File: config.mk
export PLATFORM = sky130hd
export DESIGN_NAME = hw2_pipe_arbiter
export DESIGN_NICKNAME = d
export VERILOG_FILES = /design/src/rtl/hw2_pipe_arbiter.sv
export SDC_FILE = /design/constraint.sdc
export NUM_CORES = 1
export LEC_CHECK = 0
export BUFFER_PORTS_ARGS = -buffer_cell sky130_fd_sc_hd__buf_2
export CORE_MARGIN = 2
export CORE_UTILIZATION = 43
export CTS_CLUSTER_SIZE = 24
export DETAILED_ROUTE_END_ITERATION = 16
export GPL_TIMING_DRIVEN = 1
export PLACE_DENSITY = 0.78
export SYNTH_ARGS = -nofsm -noshare
export SYNTH_HDL_FRONTEND = slang
export SYNTH_SLANG_ARGS = --single-unit
export TNS_END_PERCENT = 100
File: constraint.sdc
create_clock -name CLK -period 2.5 [get_ports CLK]
set_clock_uncertainty 0.1 [all_clocks]
set_input_delay 0.125 -clock CLK [delete_from_list [all_inputs] [get_ports CLK]]
set_output_delay 0.125 -clock CLK [all_outputs]
set_load 0.01 [all_outputs]
File: src/rtl/hw2_pipe_arbiter.sv
// Two-requester round-robin front end for hw2_pipe: issues at most one op per cycle,
// tags each op with its owner through PIPE_LAT+1 stages and pulses the result back to that owner.
module hw2_pipe_arbiter #(
  parameter int PIPE_LAT = 2,
  parameter int CNT_W    = 16
) (
  input  logic             CLK,
  input  logic             reset,
  input  logic             req0_valid,
  output logic             req0_ready,
  input  logic [7:0]       req0_a,
  input  logic [7:0]       req0_b,
  input  logic [7:0]       req0_c,
  input  logic             req0_s,
  input  logic             req1_valid,
  output logic             req1_ready,
  input  logic [7:0]       req1_a,
  input  logic [7:0]       req1_b,
  input  logic [7:0]       req1_c,
  input  logic             req1_s,
  input  logic             flush,
  output logic [7:0]       pipe_a,
  output logic [7:0]       pipe_b,
  output logic [7:0]       pipe_c,
  output logic             pipe_s,
  input  logic [15:0]      pipe_d,
  output logic             res0_valid,
  output logic             res1_valid,
  output logic [15:0]      res_d,
  output logic             busy,
  output logic [CNT_W-1:0] ops_cnt
);

  logic              rr_q, rr_d;
  logic              grant_vld, grant_id;
  logic [PIPE_LAT:0] tag_vld_q, tag_vld_d;
  logic [PIPE_LAT:0] tag_own_q, tag_own_d;
  logic [7:0]        pipe_a_q, pipe_a_d, pipe_b_q, pipe_b_d, pipe_c_q, pipe_c_d;
  logic              pipe_s_q, pipe_s_d;
  logic              res0_vld_q, res0_vld_d, res1_vld_q, res1_vld_d;
  logic [15:0]       res_d_q;
  logic [CNT_W-1:0]  ops_cnt_q, ops_cnt_d;

  // rr only breaks ties; a lone valid requester is always granted.
  always_comb begin
    grant_vld = !reset && !flush && (req0_valid || req1_valid);
    grant_id  = (req0_valid && req1_valid) ? rr_q : req1_valid;
    rr_d      = grant_vld ? !grant_id : rr_q;
    ops_cnt_d = grant_vld ? ops_cnt_q + CNT_W'(1) : ops_cnt_q;

    pipe_a_d = 8'h00;
    pipe_b_d = 8'h00;
    pipe_c_d = 8'h00;
    pipe_s_d = 1'b0;
    if (grant_vld) begin
      pipe_a_d = grant_id ? req1_a : req0_a;
      pipe_b_d = grant_id ? req1_b : req0_b;
      pipe_c_d = grant_id ? req1_c : req0_c;
      pipe_s_d = grant_id ? req1_s : req0_s;
    end

    tag_vld_d = {tag_vld_q[PIPE_LAT-1:0], grant_vld};
    tag_own_d = {tag_own_q[PIPE_LAT-1:0], grant_id};
    if (flush) tag_vld_d = '0;

    res0_vld_d = !flush && tag_vld_q[PIPE_LAT] && !tag_own_q[PIPE_LAT];
    res1_vld_d = !flush && tag_vld_q[PIPE_LAT] &&  tag_own_q[PIPE_LAT];
  end

  always_ff @(posedge CLK or posedge reset) begin
    if (reset) begin
      rr_q       <= 1'b0;
      ops_cnt_q  <= '0;
      pipe_a_q   <= 8'h00;
      pipe_b_q   <= 8'h00;
      pipe_c_q   <= 8'h00;
      pipe_s_q   <= 1'b0;
      tag_vld_q  <= '0;
      tag_own_q  <= '0;
      res0_vld_q <= 1'b0;
      res1_vld_q <= 1'b0;
      res_d_q    <= 16'h0000;
    end else begin
      rr_q       <= rr_d;
      ops_cnt_q  <= ops_cnt_d;
      pipe_a_q   <= pipe_a_d;
      pipe_b_q   <= pipe_b_d;
      pipe_c_q   <= pipe_c_d;
      pipe_s_q   <= pipe_s_d;
      tag_vld_q  <= tag_vld_d;
      tag_own_q  <= tag_own_d;
      res0_vld_q <= res0_vld_d;
      res1_vld_q <= res1_vld_d;
      res_d_q    <= pipe_d;
    end
  end

  assign req0_ready = grant_vld && !grant_id;
  assign req1_ready = grant_vld &&  grant_id;
  assign pipe_a     = pipe_a_q;
  assign pipe_b     = pipe_b_q;
  assign pipe_c     = pipe_c_q;
  assign pipe_s     = pipe_s_q;
  assign res0_valid = res0_vld_q;
  assign res1_valid = res1_vld_q;
  assign res_d      = res_d_q;
  assign busy       = (|tag_vld_q) || res0_vld_q || res1_vld_q;
  assign ops_cnt    = ops_cnt_q;

endmodule

==> results of run 1 <==
## cells in the final DEF (no fill, tap or decap)
master and instances:
mux2_1 1, xor2_1 1, and2_1 3, nand2_1 6
dlygate4sd3_1 70, clkbuf_8 10, nor3_1 1, a21boi_1 1
nand4_2 1, buf_2 132, nor3_4 1, a22o_1 25
nand3_1 7, nor2_4 1, inv_2 1, and3_1 4
nor2b_1 2, nor2_2 1, nor2_1 1, buf_12 1
clkinv_2 1, bufinv_16 4, xnor2_1 14, nor4b_4 1
ha_1 1, nand4_1 4, inv_1 1, and4_1 1
dfrtp_1 66, buf_4 2, and3b_1 1, nor3b_1 1
nor4_2 1, o21bai_1 1, clkbuf_1 1
## registers in the layout (all words and copies together) (netlist names)
name,cells
res_d,16
pipe_b,8
res0_valid,1
tag_own_q,3
tag_vld_q,3
pipe_c,8
res1_valid,1
pipe_a,8
rr_q,1
pipe_s,1
ops_cnt,16
## cell families (layout without fill, tap and decap cells)
kind of cell | Yosys count | after routing
mux | 1 | 1
xor+xnor | 15 | 15
simple gates | 37 | 37
buf+inv | 10 | 223
flops | 66 | 66
compound gates | 27 | 27
fa+ha+maj | 1 | 1
## worst max-delay path, stage by stage
cell	delay (ns)
dlygate4sd3_1	0.53
buf_2	0.16
nor2_2	0.14
and3_1	0.44
buf_4	0.30
a22o_1	0.17
dlygate4sd3_1	0.55
## per-stage QoR
step                setup slack, ns  area [um^2]  total power, mW
finish                        0.223         4060             2.81
global route                 0.0765         4060             2.94
CTS                           0.277         4060             2.83
detailed placement            0.875         3090             1.58
global placement              0.974         3090             1.56
floorplan                     0.620         2370             1.40
## cells in the mapped netlist, drive strengths merged, types with 2 or more instances
cell and count:
dfrtp 66, a22o 25, xnor2 14, buf 7, nand3 7, nand2 6, nand4 5, and3 4
and2 3, nor2 3, inv 2, nor2b 2, nor3 2
## area by class of cell
cell class,instances,area [um^2]
clock inverters,5,125
fillers,362,1350
multi-input cells,81,644
well taps,72,90.1
inverters,2,7.51
flip-flops and latches,66,1650
clock buffers,11,141
repair buffers,205,1400
## power by group through the flow
stage               clock network, mW  registers (mW)  logic, mW
floorplan                           0            1.26      0.139
global placement                    0            1.23      0.333
detailed placement                  0            1.23      0.343
CTS                              1.19            1.21      0.426
global route                     1.25            1.22      0.466
finish                           1.17            1.21      0.429
## routing by layer
metal	track usage (%)	up-vias	wire [um]
li1	-	971	-
met1	22.5	987	2280
met2	42.6	82	3870
met3	6.32	24	377
met4	15.1	0	301
met5	0	-	0
## final timing paths
check / from / to / slack [ns] / depth (start not counted)
hold / removal: req1_valid / tag_vld_q[0]$_DFF_PP0_ / 0.15 / 3
setup reg to reg: rr_q$_DFFE_PP0P_ / pipe_b[6]$_DFF_PP0_ / 0.43 / 5
setup / recovery: reset / pipe_b[6]$_DFF_PP0_ / 0.22 / 7
max in group asynchronous: reset / ops_cnt[1]$_DFFE_PP0P_ / 1.34 / 4
hold reg to reg: tag_own_q[0]$_DFF_PP0_ / tag_own_q[1]$_DFF_PP0_ / 0.25 / 0
min in group asynchronous: reset / res_d[11]$_DFF_PP0_ / 0.36 / 3
==> results.sh, run 1 <==
export IMPL_outcome="finished, final reports clean"
export IMPL_fin_hold_ws_ns=0.146
export IMPL_cp_start_kind="input port"
export IMPL_dieWidth_um=78.2
export IMPL_postSynth_asyncResetShare_pct=100
export IMPL_finalHoldViolCount=0
export IMPL_synth_compound_area_share_pct=9.88
export IMPL_maxCapViolations=0
export IMPL_irDropWorstVdd_uv=395
export IMPL_placement_io_buffers=132
export IMPL_combPwrFrac_pct=15.2
export IMPL_die_h_um=78.2
export IMPL_core_um2=5410
export IMPL_grt_pass1_wl_mm=10.2
export IMPL_period_share_pct=91.1
export IMPL_die_area_um2=6110
export IMPL_ys_flop_type="dfrtp_1"
export IMPL_p_clk_share_pct=41.6
export IMPL_antenna_cells=0
export IMPL_grt_overflow_total=0
export IMPL_switchingPower_mw=0.643
export IMPL_vias=2064
export IMPL_synth_top_family_by_area="simple AND/OR/NAND/NOR gates"
export IMPL_tightest_slew_ns=0.565
export IMPL_clk_insertion_delay_late_ns=0.33
export IMPL_antenna_found_initial=0
export IMPL_cts_root_buf="clkbuf_8"
export IMPL_drc_errors=0
export IMPL_wirelength_mm=6.84
export IMPL_worst_path_max_fanout=16
export IMPL_final_layout_size_suffix_gt1_share_pct=42.4
export IMPL_hold_path_class="input port to register"
export IMPL_arrival_ns=2.44
export IMPL_grt_pass1_vias=2106
export IMPL_drv_slew=0
export IMPL_ctsResizeCount=0
export IMPL_setup_worst_path_end_class="register"
export IMPL_hold_buffers=70
export IMPL_required_ns=2.66
export IMPL_vias_per_cell=4.67
export IMPL_cts_setup_buffers=0
export IMPL_worst_setup_path_type="input port to register"
export IMPL_slew_headroom_pct=62.3
export IMPL_netlist_area_leader_share_pct=69.8
export IMPL_wire_per_inst_um=15.5
export IMPL_drt_first_iter_violations=91
export IMPL_rsz0062_at_grt="false"
export IMPL_cts_tree="done"
export IMPL_max_freq_ghz=0.439
export IMPL_synth_avg_cell_area_um2=15.1
export IMPL_grt_start_max_net_pins=41
export IMPL_ys_ff_latch=66
export IMPL_synth_cell_types=30
export IMPL_cts_made_buffers=9
export IMPL_clk_pin_slew_ns=0.07
export IMPL_fin_tns_setup_ns=0
export IMPL_fin_cells=442
export IMPL_postLayoutCoreUtil_pct=75.0
export IMPL_powerDensity_nw_per_um2=693
export IMPL_synth_top_cell_by_area="dfrtp_1"
export IMPL_p_sw_share_pct=22.9
export IMPL_finalWeightedCongestion=0.759
export IMPL_yosysSeqAreaShare_pct=69.8
export IMPL_grt_usage_pct=23.1
export IMPL_cts_buffer_depth=2
export IMPL_p_int_mw=2.17
export IMPL_yosys_area_share_simple_pct=10.8
export IMPL_row_count=27
export IMPL_hpwl_mm=3.96
export IMPL_syn_num_nets=229
export IMPL_period_needed_ns=2.28
export IMPL_dp_cells=356
export IMPL_synthXorXnorAreaFrac_pct=5.55
export IMPL_syn_inst=157
export IMPL_cts_sinks=66
export IMPL_synth_edff_count=0
export IMPL_nets=437
export IMPL_yosys_area_share_adder_pct=0.529
export IMPL_final_antenna_net_count=0
export IMPL_netlist_top_cells_area="dfrtp_1 70%, a22o_1 9.2%, xnor2_1 5.2%"
export IMPL_start_util_pct=43.8
export IMPL_synth_cell_area_um2=2370
export IMPL_io_pins=133
export IMPL_setup_violations=0
export IMPL_area_delta_synth_final_pct=71.4
export IMPL_p_seq_share_pct=43.1
export IMPL_htreeDepth=3
export IMPL_drtPass1Iterations=4
export IMPL_yosys_warnings=0
export IMPL_muxShareOfSynthArea_pct=0.476
export IMPL_leakage_nw=2.18
Power figures use the tool's default switching activity.
==> run 2, diff against run 1 <==
Settings changed: CORE_UTILIZATION 43 to 45, CTS_BUF_LIST set to sky130_fd_sc_hd__clkbuf_4, PLACE_DENSITY 0.78 to 0.81.
==> results.sh, run 2 (synthesized netlist as in run 1, its figures left out) <==
export IMPL_outcome="finished, final reports clean"
export IMPL_wirelength_mm=7.22
export IMPL_drv_slew=0
export IMPL_fin_hold_ws_ns=0.0889
export IMPL_cp_start_kind="input port"
export IMPL_crit_path_max_incr_delay_ns=0.57
export IMPL_grt_start_max_net_pins=49
export IMPL_ctsResizeCount=0
export IMPL_p_clk_share_pct=32.5
export IMPL_required_ns=2.73
export IMPL_mostFrequentLayoutCells="132 x buf_2, 70 x dlygate4sd3_1, 66 x dfrtp_1"
export IMPL_finalWeightedCongestion=0.769
export IMPL_placement_io_buffers=132
export IMPL_cts_setup_buffers=0
export IMPL_fin_tns_setup_ns=0
export IMPL_drtPass1Iterations=4
export IMPL_worst_path_max_fanout=15
export IMPL_setup_worst_path_end_class="register"
export IMPL_slew_headroom_pct=66.8
export IMPL_cp_slowest_cell="dlygate4sd3_1"
export IMPL_p_seq_share_pct=49.6
export IMPL_fill_cells=336
export IMPL_maxCapViolations=0
export IMPL_final_layout_size_suffix_gt1_share_pct=42.7
export IMPL_irDropWorstVdd_uv=463
export IMPL_leakage_nw=2.13
export IMPL_arrival_ns=2.54
export IMPL_finalHoldViolCount=0
export IMPL_hold_path_class="input port to register"
export IMPL_drc_errors=0
export IMPL_grt_pass1_vias=2331
export IMPL_layout_commonest_cell="buf_2"
export IMPL_vias=2187
export IMPL_hold_buffers=70
export IMPL_setup_violations=0
export IMPL_start_util_pct=46.3
export IMPL_vias_per_cell=4.97
export IMPL_wire_per_inst_um=16.4
export IMPL_tightest_slew_ns=0.497
export IMPL_finalWorstSetupSlack_ns=0.183
export IMPL_cts_root_buf="clkbuf_4"
export IMPL_r2r_start="rr_q$_DFFE_PP0P_"
export IMPL_die_h_um=76.5
export IMPL_period_share_pct=92.7
export IMPL_setup_worst_path_start="reset"
export IMPL_grt_pass1_wl_mm=11.3
export IMPL_powerDensity_nw_per_um2=618
export IMPL_nets=437
export IMPL_hp_start="req1_valid"
export IMPL_grt_overflow_total=0
export IMPL_p_sw_share_pct=27.0
export IMPL_io_pins=133
export IMPL_cts_made_buffers=9
export IMPL_power_mw=2.44
export IMPL_fin_cells=440
export IMPL_die_area_um2=5860
export IMPL_area_delta_synth_final_pct=66.8
export IMPL_max_freq_ghz=0.432
export IMPL_hpwl_mm=3.90
export IMPL_worst_setup_path_type="input port to register"
export IMPL_clk_insertion_delay_late_ns=0.39
export IMPL_htreeDepth=3
export IMPL_period_needed_ns=2.32
export IMPL_preCtsSetupSlack_ns=0.903
export IMPL_cp_common_cell="dlygate4sd3_1"
export IMPL_cts_tree="done"
export IMPL_switchingPower_mw=0.660
export IMPL_core_um2=5110
export IMPL_cts_sinks=66
export IMPL_final_antenna_net_count=0
export IMPL_antenna_found_initial=0
export IMPL_path_cells="dlygate4sd3_1 > buf_2 > nor2_2 > and3_1 > buf_4 > a22o_1 > dlygate4sd3_1"
export IMPL_antenna_cells=0
export IMPL_dp_cells=354
export IMPL_clk_pin_slew_ns=0.10
export IMPL_combPwrFrac_pct=17.9
export IMPL_dieWidth_um=76.5
export IMPL_grt_usage_pct=25.6
export IMPL_rsz0062_at_grt="false"
export IMPL_p_int_mw=1.78
export IMPL_drt_first_iter_violations=128
export IMPL_cts_buffer_depth=2
export IMPL_row_count=26
-- run 2: cell count changes in the layout (fill, tap and decap cells not counted) --
cell	previous run	this run
bufinv_16	4	2
clkbuf_1	1	0
clkbuf_4	0	9
clkbuf_8	10	0
clkinv_2	1	2
clkinv_4	0	1
clkinvlp_4	0	2
-- run 2: critical path, delay by kind of cell --
family / cells / cell delay [ns]
AOI/OAI and AO/OA: 1 / 0.19
buffers and inverters: 4 / 1.58
and+or+nand+nor: 2 / 0.64
-- run 2: routing by layer --
metal  vias up  GRT usage [%]  share of wire [%]
li1        972              -                  -
met1      1084           25.8                 35
met2       101           47.6                 57
met3        30           5.81                4.4
met4         0           15.8                4.4
met5         -              0                  0
-- run 2: final cells by class --
cell class	instances	area, um^2	share of cell area, %
Sequential cell	66	1650	41.8
Timing Repair Buffer	205	1400	35.4
Multi-Input combinational cell	81	644	16.3
Clock inverter	7	93.8	2.38
Tap cell	70	87.6	2.22
Clock buffer	9	67.6	1.71
Inverter	2	7.51	0.190
-- run 2: final timing paths --
kind	end	slack [ns]	cells past startpoint
max reg2reg	pipe_c[6]$_DFF_PP0_	0.35	5
min reg2reg	tag_own_q[1]$_DFF_PP0_	0.26	0
min in group asynchronous	pipe_c[1]$_DFF_PP0_	0.23	3
max in group asynchronous	res_d[8]$_DFF_PP0_	1.47	4
min	tag_vld_q[0]$_DFF_PP0_	0.09	3
max	pipe_c[6]$_DFF_PP0_	0.18	7
-- run 2: stage by stage --
stage / area, um^2 / utilization (%)
2_1_floorplan: 2370 / -
3_5_place_dp: 3090 / 60.4
5_1_grt: 3950 / 77.3
3_3_place_gp: 3090 / 60.4
4_1_cts: 3950 / 77.3
6_report: 3950 / 77.3
-- run 2: power groups by stage --
stage	Clock, mW	Combinational (mW)	Sequential (mW)
2_1_floorplan	0	0.139	1.26
3_3_place_gp	0	0.334	1.23
3_5_place_dp	0	0.343	1.23
4_1_cts	0.806	0.427	1.21
5_1_grt	0.871	0.470	1.22
6_report	0.794	0.437	1.21
==> run 3, diff against run 2 <==
Settings changed: SETUP_SLACK_MARGIN set to 0.4.
==> results.sh, run 3 (synthesized netlist as in run 1, its figures left out) <==
export IMPL_finalHoldViolCount=0
export IMPL_leakage_nw=2.12
export IMPL_worst_setup_path_type="register to register"
export IMPL_start_util_pct=46.3
export IMPL_io_pins=133
export IMPL_preCtsSetupSlack_ns=0.903
export IMPL_cts_setup_buffers=0
export IMPL_drv_slew=0
export IMPL_fill_cells=321
export IMPL_clk_pin_slew_ns=0.11
export IMPL_final_layout_size_suffix_gt1_share_pct=42.7
export IMPL_antenna_found_initial=0
export IMPL_rrSetupSlack_ns=0.52
export IMPL_use_met1_pct=29.6
export IMPL_slew_headroom_pct=70.7
export IMPL_worstReg2RegEnd="pipe_b[2]$_DFF_PP0_"
export IMPL_grt_overflow_total=0
export IMPL_place_area_um2=3090
export IMPL_switchingPower_mw=0.666
export IMPL_cts_sinks=66
export IMPL_r2r_start="rr_q$_DFFE_PP0P_"
export IMPL_die_h_um=76.5
export IMPL_hpwl_mm=3.90
export IMPL_irDropWorstVdd_uv=458
export IMPL_wirelength_mm=7.50
export IMPL_layout_commonest_cell="buf_2"
export IMPL_grt_start_max_net_pins=49
export IMPL_antenna_cells=0
export IMPL_cts_buffer_depth=2
export IMPL_finalWeightedCongestion=0.769
export IMPL_combPwrFrac_pct=18.1
export IMPL_finalWorstSetupSlack_ns=0.518
export IMPL_tightest_slew_ns=0.438
export IMPL_powerDensity_nw_per_um2=618
export IMPL_vias_per_cell=4.94
export IMPL_p_seq_share_pct=49.4
export IMPL_wire_per_inst_um=17.0
export IMPL_area_delta_synth_final_pct=67.7
export IMPL_path_delay_family="buffers and inverters"
export IMPL_period_share_pct=79.3
export IMPL_holdPathEnd="tag_vld_q[0]$_DFF_PP0_"
export IMPL_outcome="finished, final reports clean"
export IMPL_final_cell_area_um2=3970
export IMPL_setup_worst_path_end_class="register"
export IMPL_maxCapViolations=0
export IMPL_clk_insertion_delay_late_ns=0.39
export IMPL_grt_busiest_layer="met2"
export IMPL_cts_made_buffers=9
export IMPL_setup_violations=0
export IMPL_grt_pass1_vias=2351
export IMPL_drtPass1Iterations=4
export IMPL_crit_path_max_incr_delay_ns=0.56
export IMPL_fin_tns_setup_ns=0
export IMPL_p_clk_share_pct=32.5
export IMPL_cp_start_kind="register"
export IMPL_use_met3_pct=5.81
export IMPL_critPathBufInv=2
export IMPL_p_int_mw=1.79
export IMPL_hold_path_class="input port to register"
export IMPL_rsz0062_at_grt="false"
export IMPL_hp_start="req1_valid"
export IMPL_nets=439
export IMPL_row_count=26
export IMPL_mostFrequentLayoutCells="132 x buf_2, 72 x dlygate4sd3_1, 66 x dfrtp_1"
export IMPL_required_ns=2.67
export IMPL_grt_pass1_wl_mm=11.8
export IMPL_use_met2_pct=47.4
export IMPL_path_cells="nand2_1 > and3_2 > buf_4 > a22o_1 > dlygate4sd3_1"
export IMPL_placement_io_buffers=132
export IMPL_arrival_ns=2.15
export IMPL_dp_cells=354
export IMPL_die_area_um2=5860
export IMPL_dieWidth_um=76.5
export IMPL_drc_errors=0
export IMPL_cts_tree="done"
export IMPL_p_sw_share_pct=27.2
export IMPL_vias=2184
export IMPL_final_antenna_net_count=0
export IMPL_multi_input_area_um2=646
export IMPL_drt_first_iter_violations=130
export IMPL_core_um2=5110
export IMPL_max_freq_ghz=0.505
export IMPL_r2r_cells=5
export IMPL_grt_usage_pct=27.0
export IMPL_cts_root_buf="clkbuf_4"
export IMPL_htreeDepth=3
export IMPL_fin_cells=442
export IMPL_worst_path_max_fanout=15
export IMPL_cp_slowest_cell="dlygate4sd3_1"
export IMPL_holdPathStages=3
export IMPL_setup_worst_path_start="rr_q$_DFFE_PP0P_"
export IMPL_regArea_um2=1650
export IMPL_period_needed_ns=1.98
==> run 3: layout make-up <==
cell class / instances / area share [%]
Multi-Input combinational cell: 81 / 16.3
Clock inverter: 7 / 2.36
Sequential cell: 66 / 41.6
Clock buffer: 9 / 1.70
Timing Repair Buffer: 207 / 35.7
Inverter: 2 / 0.189
Tap cell: 70 / 2.21
==> run 3: worst max path at each step <==
| stage | slack, ns | to | depth (start not counted) |
|---|---|---|---|
| 3_5_place_dp | 0.90 | req0_ready | 5 |
| 5_1_grt | 0.43 | pipe_a[0]$_DFF_PP0_ | 6 |
| 4_1_cts | 0.42 | pipe_b[2]$_DFF_PP0_ | 5 |
| 2_1_floorplan | 0.62 | ops_cnt[0]$_DFFE_PP0P_ | 1 |
| 3_3_place_gp | 0.95 | req0_ready | 5 |
| 6_report | 0.52 | pipe_b[2]$_DFF_PP0_ | 5 |
==> run 3: through the flow <==
step | utilization [%] | hold slack [ns] | power [mW]
4_1_cts | 77.7 | 0.0713 | 2.45
3_3_place_gp | 60.4 | 0.104 | 1.56
5_1_grt | 77.7 | 0.0848 | 2.58
2_1_floorplan | - | 0.0564 | 1.40
3_5_place_dp | 60.4 | 0.111 | 1.57
6_report | 77.7 | 0.0941 | 2.45
==> run 3: tightest hold or removal path, cell delays in order <==
cell	delay [ns]
buf_2	0.13
nor2_4	0.19
nor3_4	0.09
==> run 3: power groups by stage <==
stage	registers (mW)	clock network [mW]	logic, mW
after floorplan	1.26	0	0.139
after global placement	1.23	0	0.334
after detailed placement	1.23	0	0.343
after CTS	1.21	0.806	0.431
after global routing	1.22	0.880	0.476
final	1.21	0.797	0.443
==> run 3: timing repair <==
item                       in CTS  in global routing
setup endpoints to repair       0                  6
hold endpoints to repair       64                  0
hold buffers                   72                  0
gates resized for setup         0                  1
==> run 3: routing by layer <==
metal / wire length [um] / vias to the layer above
li1: - / 977
met1: 2790 / 1069
met2: 4010 / 107
met3: 341 / 31
met4: 354 / 0
met5: 0 / -
